**src/rtl/spi_slave_sync.sv**
```systemverilog
// SPI target running entirely in the system clock domain; SCLK/CS/MOSI are oversampled through
// 2-FF synchronisers and bytes are exchanged full duplex, MSB first, with valid/ready user handshakes.
module spi_slave_sync #(
  parameter logic       CPOL       = 1'b0,
  parameter logic       CPHA       = 1'b0,
  parameter logic [7:0] DEFAULT_TX = 8'hFF
) (
  input  logic       clk,
  input  logic       reset,
  input  logic       i_SPI_Clk,
  input  logic       i_SPI_CSLow,
  input  logic       i_SPI_Mosi,
  output logic       o_SPI_Miso,
  output logic       o_SPI_Miso_En,
  input  logic [7:0] i_Tx_Byte,
  input  logic       i_Tx_Valid,
  output logic       o_Tx_Ready,
  output logic [7:0] o_Rx_Byte,
  output logic       o_Rx_Valid,
  output logic       o_Tx_Underrun,
  output logic       o_Busy
);

  typedef enum logic [1:0] {S_IDLE, S_LOAD, S_XFER} state_t;

  state_t     r_state;
  state_t     w_next;

  logic       r_sclk_s1, r_sclk_s2, r_sclk_d;
  logic       r_cs_s1, r_cs_s2;
  logic       r_mosi_s1, r_mosi_s2, r_mosi_d;
  logic       r_lead_p, r_trail_p;

  logic [2:0] r_bit_cnt;
  logic       r_first;
  logic       r_full;
  logic [7:0] r_slot;
  logic [7:0] r_tx_sr;
  logic [6:0] r_rx_sr;
  logic       r_miso;
  logic [7:0] r_rx_byte;
  logic       r_rx_valid;
  logic       r_underrun;

  logic       w_cs_act, w_xfer, w_lead, w_trail, w_sample, w_shift_edge;
  logic       w_load_start, w_load_edge, w_load, w_present, w_shift, w_fill;
  logic [7:0] w_load_byte;

  // Synchroniser stage; CS resets deasserted and SCLK to its idle level so no false edge follows reset
  always_ff @(posedge clk or posedge reset) begin
    if (reset) begin
      r_sclk_s1 <= CPOL;
      r_sclk_s2 <= CPOL;
      r_sclk_d  <= CPOL;
      r_cs_s1   <= 1'b1;
      r_cs_s2   <= 1'b1;
      r_mosi_s1 <= 1'b0;
      r_mosi_s2 <= 1'b0;
      r_mosi_d  <= 1'b0;
      r_lead_p  <= 1'b0;
      r_trail_p <= 1'b0;
    end else begin
      r_sclk_s1 <= i_SPI_Clk;
      r_sclk_s2 <= r_sclk_s1;
      r_sclk_d  <= r_sclk_s2;
      r_cs_s1   <= i_SPI_CSLow;
      r_cs_s2   <= r_cs_s1;
      r_mosi_s1 <= i_SPI_Mosi;
      r_mosi_s2 <= r_mosi_s1;
      r_mosi_d  <= r_mosi_s2;
      r_lead_p  <= (r_sclk_s2 != CPOL) && (r_sclk_d == CPOL);
      r_trail_p <= (r_sclk_s2 == CPOL) && (r_sclk_d != CPOL);
    end
  end

  // Edge stage: registered edge pulses act one cycle after detection, with MOSI delayed to match
  assign w_cs_act     = ~r_cs_s2;
  assign w_xfer       = (r_state == S_XFER) && w_cs_act;
  assign w_lead       = r_lead_p && w_xfer;
  assign w_trail      = r_trail_p && w_xfer;
  assign w_sample     = CPHA ? w_trail : w_lead;
  assign w_shift_edge = CPHA ? w_lead : w_trail;
  assign w_load_start = (r_state == S_LOAD) && w_cs_act;
  assign w_load_edge  = w_shift_edge && (r_bit_cnt == 3'd0) && !(CPHA && r_first);
  assign w_load       = w_load_start || w_load_edge;
  assign w_present    = w_shift_edge && CPHA && r_first;
  assign w_shift      = w_shift_edge && !w_load_edge && !w_present;
  assign w_load_byte  = r_full ? r_slot : DEFAULT_TX;
  assign w_fill       = i_Tx_Valid && !r_full;

  always_ff @(posedge clk or posedge reset) begin
    if (reset) r_state <= S_IDLE;
    else       r_state <= w_next;
  end

  always_comb begin
    w_next = r_state;
    case (r_state)
      S_IDLE:  if (w_cs_act) w_next = S_LOAD;
      S_LOAD:  w_next = S_XFER;
      S_XFER:  w_next = S_XFER;
      default: w_next = S_IDLE;
    endcase
    if (!w_cs_act) w_next = S_IDLE;
  end

  always_ff @(posedge clk or posedge reset) begin
    if (reset) begin
      r_full     <= 1'b0;
      r_bit_cnt  <= 3'd0;
      r_first    <= 1'b0;
      r_miso     <= 1'b0;
      r_rx_byte  <= 8'h00;
      r_rx_valid <= 1'b0;
      r_underrun <= 1'b0;
    end else begin
      r_rx_valid <= 1'b0;
      r_underrun <= w_load && !r_full;
      // fill only happens with the slot empty, so a same-cycle load never sees the new byte
      if (w_fill)      r_full <= 1'b1;
      else if (w_load) r_full <= 1'b0;
      if (!w_cs_act || w_load_start) r_bit_cnt <= 3'd0;
      else if (w_sample)             r_bit_cnt <= r_bit_cnt + 3'd1;
      if (w_sample && (r_bit_cnt == 3'd7)) begin
        r_rx_byte  <= {r_rx_sr, r_mosi_d};
        r_rx_valid <= 1'b1;
      end
      if (w_load_start)      r_first <= 1'b1;
      else if (w_shift_edge) r_first <= 1'b0;
      if ((w_load_start && !CPHA) || w_load_edge) r_miso <= w_load_byte[7];
      else if (w_present)                         r_miso <= r_tx_sr[7];
      else if (w_shift)                           r_miso <= r_tx_sr[6];
    end
  end

  always_ff @(posedge clk) begin
    if (w_fill) r_slot <= i_Tx_Byte;
    if (w_load)       r_tx_sr <= w_load_byte;
    else if (w_shift) r_tx_sr <= {r_tx_sr[6:0], 1'b0};
    if (w_sample) r_rx_sr <= {r_rx_sr[5:0], r_mosi_d};
  end

  assign o_SPI_Miso    = r_miso;
  assign o_SPI_Miso_En = w_cs_act;
  assign o_Busy        = w_cs_act;
  assign o_Tx_Ready    = ~r_full;
  assign o_Rx_Byte     = r_rx_byte;
  assign o_Rx_Valid    = r_rx_valid;
  assign o_Tx_Underrun = r_underrun;

endmodule

```
**config.mk**
```make
export PLATFORM = sky130hd
export DESIGN_NAME = spi_slave_sync
export DESIGN_NICKNAME = d
export VERILOG_FILES = /design/src/rtl/spi_slave_sync.sv
export SDC_FILE = /design/constraint.sdc
export NUM_CORES = 1
export LEC_CHECK = 0
export ABC_AREA = 1
export CORE_MARGIN = 8
export CORE_UTILIZATION = 40
export DETAILED_ROUTE_END_ITERATION = 6
export DONT_BUFFER_PORTS = 1
export GPL_ROUTABILITY_DRIVEN = 0
export PLACE_DENSITY_LB_ADDON = 0.1
export SETUP_SLACK_MARGIN = 0.15
export SYNTH_ARGS = -nofsm -noshare
export SYNTH_HDL_FRONTEND = slang
export SYNTH_SLANG_ARGS = --single-unit
```
**constraint.sdc**
```tcl
create_clock -name clk -period 2.5 [get_ports clk]
set_input_delay 0.625 -clock clk [delete_from_list [all_inputs] [get_ports clk]]
set_output_delay 0.625 -clock clk [all_outputs]
set_load 0.01 [all_outputs]
```
Word level (Yosys, flattened, before mapping):

Index checks and enable logic that the tools add are counted.

* add/subtract/negate cells: 1
* equal/unequal tests: 3
* muxes and demuxes: 12
* bitwise logic cells: 4
* reduce and logical (&&, ||, !) cells: 21

Operator list (count)
* $mux 7: 2
* $logic_and 1x1->1: 11
* $mux 8: 1
* $mux 3: 2
* $reduce_bool 2->1: 3
* $mux 1: 5
* $not 1->1: 4
* $pmux 2 s2: 1
* $add 3x1->3 const B: 1
* $eq 3x3->1 const B: 1
* $logic_not 3->1: 1
* $eq 2x1->1 const B: 1
* $eq 2x2->1 const B: 1
* $logic_not 1->1: 2
* $logic_not 2->1: 1
* $logic_or 1x1->1: 2
* $mux 2: 1
* $reduce_or 2->1: 1

* register bits: 49
* bits of input ports: 14

Depth between registers and ports, before layout:

Gate-level depths: netlist of the first run.

* depth in word-level cells: 8
* depth in mapped cells: 8
* mapped depth without buffers: 8

Worst setup path after synthesis of the first run:

Ideal clock, no wire load.

* kind: reg2out
* from: reg r_cs_s2
* to: out o_SPI_Miso_En
* arrival time: 0.771 ns
* data required time: 1.875 ns
* slack: 1.104 ns
* cell stages (with the launch flop): 3
* buffers on the path: 1
* path through: dfstp_2 -> inv_2 -> buf_4

* word-level cells in the longest chain between the ends: 1

RTL lines
* start, declared: line 30 `logic r_cs_s1, r_cs_s2;`
* start signal, assigned: line 67 `r_cs_s2 <= r_cs_s1;`
* $not 1->1: line 77 `assign w_cs_act = ~r_cs_s2;`
* end, declared: line 14 `output logic o_SPI_Miso_En,`

Every way passes these cells.

Worst setup path after layout of the first run:

* from: reg r_cs_s2
* to: out o_Busy

* word-level cells in the longest chain between the ends: 1

RTL lines
* $not 1->1: line 77
* end, declared: line 21 `output logic o_Busy`

Every way passes these cells.

==> impl_metrics.env, run 1 <==
export IMPL_status="finished clean"
export IMPL_start_util_pct=40.51
export IMPL_overflow=0
export IMPL_nets=184
export IMPL_multi_input_area_um2=465.4
export IMPL_core_um2=4629
export IMPL_grt_usage_pct=8.916
export IMPL_yosysUniqueCellTypes=14
export IMPL_avgSynthCellArea_um2=11.95
export IMPL_die_w_um=84.48
export IMPL_cts_buffers=5
export IMPL_worstSetupEndpointType="primary output"
export IMPL_ys_seq_elements=49
export IMPL_cp_data_required_time_ns=1.88
export IMPL_fin_util_pct=44.38
export IMPL_portBuffers=0
export IMPL_rows=25
export IMPL_drcViolationCount=0
export IMPL_clkTransAtPathRegs_ns=0.09
export IMPL_finClkSkew_ns=0.008546
export IMPL_layout_commonest_cell="nand2_1"
export IMPL_grt_pass1_wl_um=5023
export IMPL_vias=1017
export IMPL_pin_count=28
export IMPL_critPathTopFamily="flip-flops"
export IMPL_ctsHoldBuffers=0
export IMPL_cp_start_kind="register"
export IMPL_drt_wl_total_um=2925
export IMPL_p_leak_nw=0.9692
export IMPL_holdCritPathClass="in -> async"
export IMPL_tightest_slew_ns=0.3435
export IMPL_seqCellArea_um2=1339
export IMPL_syn_num_nets=177
export IMPL_finalCritPeriodShare_pct=65.12
export IMPL_mostFrequentLayoutCells="49 x nand2_1, 25 x dfrtp_1, 22 x edfxtp_1"
export IMPL_tritoncts="yes"
export IMPL_netlist_area_um2=1876
export IMPL_chipHeight_um=84.48
export IMPL_slowest_delay_ns=0.59
export IMPL_worstPathArrival_ns=1.00
export IMPL_postCtsSetupRepairBufs=0
export IMPL_fin_setup_tns_ns=0
export IMPL_viasPerCell=4.644
export IMPL_synth_warnings=0
export IMPL_drv_cap=0
export IMPL_powerDensity_nw_per_um2=828.0
export IMPL_drv_slew=0
export IMPL_grt_pass1_vias=1008
export IMPL_dpl_hpwl_um=2144
export IMPL_grt_antenna_before_repair=0
export IMPL_drtPass1Iterations=2
export IMPL_max_freq_ghz=0.6142
export IMPL_hold_viol_final=0
export IMPL_synthCells=157
export IMPL_syn2layout_area_growth_pct=9.540
export IMPL_cts_max_level=2
export IMPL_cts_root_buf="clkbuf_8"
export IMPL_clockBufferDepth=2
export IMPL_setup_viol_count_final=0
export IMPL_worstSkewPairLatency_ns=0.29
export IMPL_ir_worst_vdd_mv=0.3918
export IMPL_dieArea_um2=7136
export IMPL_cts_resized=0
export IMPL_ys_seq_area_share_pct=71.38
export IMPL_rsz0062_at_grt="false"
export IMPL_critical_path_class="reg -> out"
export IMPL_layout_drive_gt1_share_pct=15.76
export IMPL_fill_cells=437
export IMPL_cts_sinks=49
export IMPL_drt_initial_drc_count=55
export IMPL_worstPathMaxFanout=5
export IMPL_relSlewSlack_pct=77.10
export IMPL_whs_ns=0.2647
export IMPL_cp_cell_sequence="inv_2"
export IMPL_crit_path_top_delay_cell="dfstp_2"
export IMPL_drt_wirelength_per_cell_um=13.36
export IMPL_ant_nets=0
export IMPL_diodes=0
export IMPL_period_minus_slack_ns=1.628
export IMPL_cp_buffers_inverters=1
export IMPL_grt_max_degree=28
==> cell usage after synthesis <==
master / number / share of area, %
nand2_1: 49 / 9.8
dfrtp_1: 25 / 33
edfxtp_1: 22 / 35
inv_1: 14 / 2.8
nand3_1: 12 / 3.2
nor2_1: 10 / 2.0
ha_1: 6 / 4.0
or2_2: 6 / 2.0
nand2_4: 4 / 2.4
inv_2: 3 / 0.60
dfstp_2: 2 / 2.8
nand3_2: 2 / 1.1
buf_4: 1 / 0.40
nor2_2: 1 / 0.33
==> registers in the layout (all words and copies together), names as in the netlist, 2 cells and up <==
name and flops:
o_Rx_Byte 8, r_slot 8, r_rx_sr 7, r_tx_sr 7, r_bit_cnt 3, r_state 2
==> final cells by class <==
cell class              instances  share of cell area [%]
clock buffers                   6                   3.532
multi-input cells              90                   22.66
clock inverters                 2                   1.888
inverters                      17                   3.106
repair buffers                  1                  0.3654
flip-flops and latches         49                   65.16
well taps                      54                   3.289
==> worst paths after layout <==
kind	slack [ns]	end	depth (start not counted)	start
min reg2reg	0.35	r_mosi_s2	0	r_mosi_s1
max in group asynchronous	1.93	r_cs_s2	2	reset
max	0.87	o_Busy	1	r_cs_s2
min	0.26	r_sclk_s1	2	reset
max reg2reg	0.98	r_rx_sr[3]	6	r_state[0]
min in group clk	0.32	r_cs_s1	0	i_SPI_CSLow
==> power breakdown <==
| group | total [mW] | internal [mW] | switching, mW |
|---|---|---|---|
| combinational | 0.192 | 0.0645 | 0.127 |
| sequential | 0.962 | 0.924 | 0.0386 |
| clock | 0.547 | 0.300 | 0.247 |
==> metrics by stage <==
stage | power [mW] | instances | cell area, um^2 | setup WS [ns]
after global routing | 1.789 | 219 | 2054 | 0.8288
after global placement | 1.172 | 211 | 1943 | 0.9946
after CTS | 1.731 | 219 | 2054 | 0.8512
after floorplan | 1.126 | 157 | 1876 | 1.104
after detailed placement | 1.174 | 211 | 1943 | 0.9539
final | 1.701 | 219 | 2054 | 0.8719
==> kinds of logic (layout without fill, tap and decap cells) <==
family	count (synthesis)	count (layout)	share of synthesized area [%]
simple gates	84	84	20.81
buf+inv	18	26	3.803
flops	49	49	71.38
fa+ha+maj	6	6	4.003
==> per-layer routing <==
| metal | GRT usage, % | share of wire [%] |
|---|---|---|
| met3 | 4.585 | 7.4 |
| met4 | 3.398 | 0.96 |
| met2 | 13.32 | 46 |
| met5 | 0 | 0 |
| met1 | 10.64 | 45 |
Power figures use the tool's default switching activity.
==> run 2: changes to the inputs <==
- clock period: 2.5 -> 1.35 ns (I/O delays scaled with it)
==> run 2 against run 1 <==
  * The run now ends with negative setup slack left
  * Via count grew 7.7%
  * Clock skew is 0.0038 ns lower
  * Die area unchanged
  * Sequential power up 87%
  * Critical endpoint unchanged
==> impl_metrics.env, run 2 (synthesis results as in run 1) <==
export IMPL_status="finished with violations"
export IMPL_violations="negative setup slack"
export IMPL_drt_wl_total_um=3223
export IMPL_dpl_hpwl_um=2087
export IMPL_start_util_pct=40.51
export IMPL_grt_usage_pct=9.692
export IMPL_rows=25
export IMPL_r2r_slack_ns=-0.01
export IMPL_worstSetupEndpointType="primary output"
export IMPL_finalCritPeriodShare_pct=101.6
export IMPL_cp_data_required_time_ns=1.01
export IMPL_core_um2=4629
export IMPL_powerDensity_nw_per_um2=1332
export IMPL_nets=205
export IMPL_drt_wirelength_per_cell_um=13.43
export IMPL_min_delay_start="i_SPI_CSLow"
export IMPL_overflow=0
export IMPL_layout_drive_gt1_share_pct=40.32
export IMPL_fin_cells=240
export IMPL_cts_buffers=5
export IMPL_rr_endpoint="r_tx_sr[3]"
export IMPL_cp_start_kind="register"
export IMPL_hold_viol_final=0
export IMPL_holdCritPathClass="in -> reg"
export IMPL_syn2layout_area_growth_pct=30.49
export IMPL_relSlewSlack_pct=77.04
export IMPL_tritoncts="yes"
export IMPL_min_path_cells=0
export IMPL_drv_slew=0
export IMPL_dieArea_um2=7136
export IMPL_mostFrequentLayoutCells="36 x nand2_1, 24 x dfrtp_1, 22 x edfxtp_1"
export IMPL_viasPerCell=4.563
export IMPL_drcViolationCount=0
export IMPL_ant_nets=0
export IMPL_reg2reg_from="r_state[0]"
export IMPL_portBuffers=0
export IMPL_grt_max_degree=28
export IMPL_worstSkewPairLatency_ns=0.29
export IMPL_fin_setup_tns_ns=-0.05217
export IMPL_pin_count=28
export IMPL_clockBufferDepth=2
export IMPL_dp_cells=217
export IMPL_reg2reg_depth=6
export IMPL_min_to="r_cs_s1"
export IMPL_fin_area_um2=2447
export IMPL_die_w_um=84.48
export IMPL_finClkSkew_ns=0.004737
export IMPL_period_minus_slack_ns=1.371
export IMPL_grt_pass1_vias=1131
export IMPL_worstPathMaxFanout=3
export IMPL_drtPass1Iterations=4
export IMPL_vias=1095
export IMPL_tightest_slew_ns=0.3444
export IMPL_p_leak_nw=1.080
export IMPL_whs_ns=0.03255
export IMPL_place_area_um2=2051
export IMPL_ir_worst_vdd_mv=0.7221
export IMPL_critical_path_class="reg -> out"
export IMPL_clkTransAtPathRegs_ns=0.08
export IMPL_max_freq_ghz=0.7294
export IMPL_diodes=0
export IMPL_setup_slack_ns=-0.02097
export IMPL_grt_antenna_before_repair=0
export IMPL_layout_commonest_cell="nand2_1"
export IMPL_cts_root_buf="clkbuf_8"
export IMPL_rsz0062_at_grt="true"
export IMPL_cts_sinks=49
export IMPL_drt_initial_drc_count=34
export IMPL_worstPathArrival_ns=1.03
export IMPL_grt_pass1_wl_um=5416
export IMPL_setup_viol_count_final=3
export IMPL_cts_max_level=2
export IMPL_drv_cap=0
export IMPL_chipHeight_um=84.48
run 2: report_power, final:
part / internal (mW) / total [mW] / leakage (nW) / switching [mW]
sequential: 1.71 / 1.80 / 0.548 / 0.0843
clock: 0.418 / 0.847 / 0.0455 / 0.429
combinational: 0.274 / 0.616 / 0.487 / 0.342
run 2: what timing repair did:
item / 4_1_cts / 5_1_grt
hold buffers: 1 / 0
endpoints found under the setup margin: 38 / 39
resized for setup: 22 / 20
pin swaps: 3 / 17
endpoints found under the hold margin: 24 / 0
cloned: 3 / 0
setup buffers: 7 / 4
run 2: worst max-delay path, cell delays in order, from the launching register on:
cell and delay (ns):
dfstp_2 0.57, inv_4 0.05, buf_6 0.12
run 2: worst max path at each step:
stage               startpoint         end  slack (ns)
finish                 r_cs_s2      o_Busy       -0.02
global route        r_state[1]  r_tx_sr[1]       -0.06
CTS                    r_cs_s2      o_Busy       -0.03
detailed placement  r_state[0]  r_tx_sr[3]        0.03
global placement    r_state[0]  r_tx_sr[1]        0.05
floorplan           r_state[0]  r_tx_sr[1]        0.09
run 2: per-layer routing:
layer / vias up / wire length, um / GRT usage, %
li1: 555 / - / -
met1: 510 / 1416 / 11.34
met2: 24 / 1565 / 15.26
met3: 6 / 192 / 4.488
met4: 0 / 48 / 3.398
met5: - / 0 / 0
run 2: final cells by class:
cell class | instances | area, um^2
Clock buffer | 8 | 90.09
Sequential cell | 49 | 1340
Fill cell | 419 | 2182
Multi-Input combinational cell | 93 | 690.7
Inverter | 17 | 78.83
Timing Repair Buffer | 19 | 180.2
Tap cell | 54 | 67.56
run 2: stage by stage:
step | setup WS, ns | utilization [%] | power, mW
after CTS | -0.02744 | 50.73 | 3.228
after floorplan | 0.08784 | - | 2.129
after global placement | 0.04592 | 44.30 | 2.233
after detailed placement | 0.02649 | 44.30 | 2.241
after global routing | -0.06399 | 52.86 | 3.437
final | -0.02097 | 52.86 | 3.260
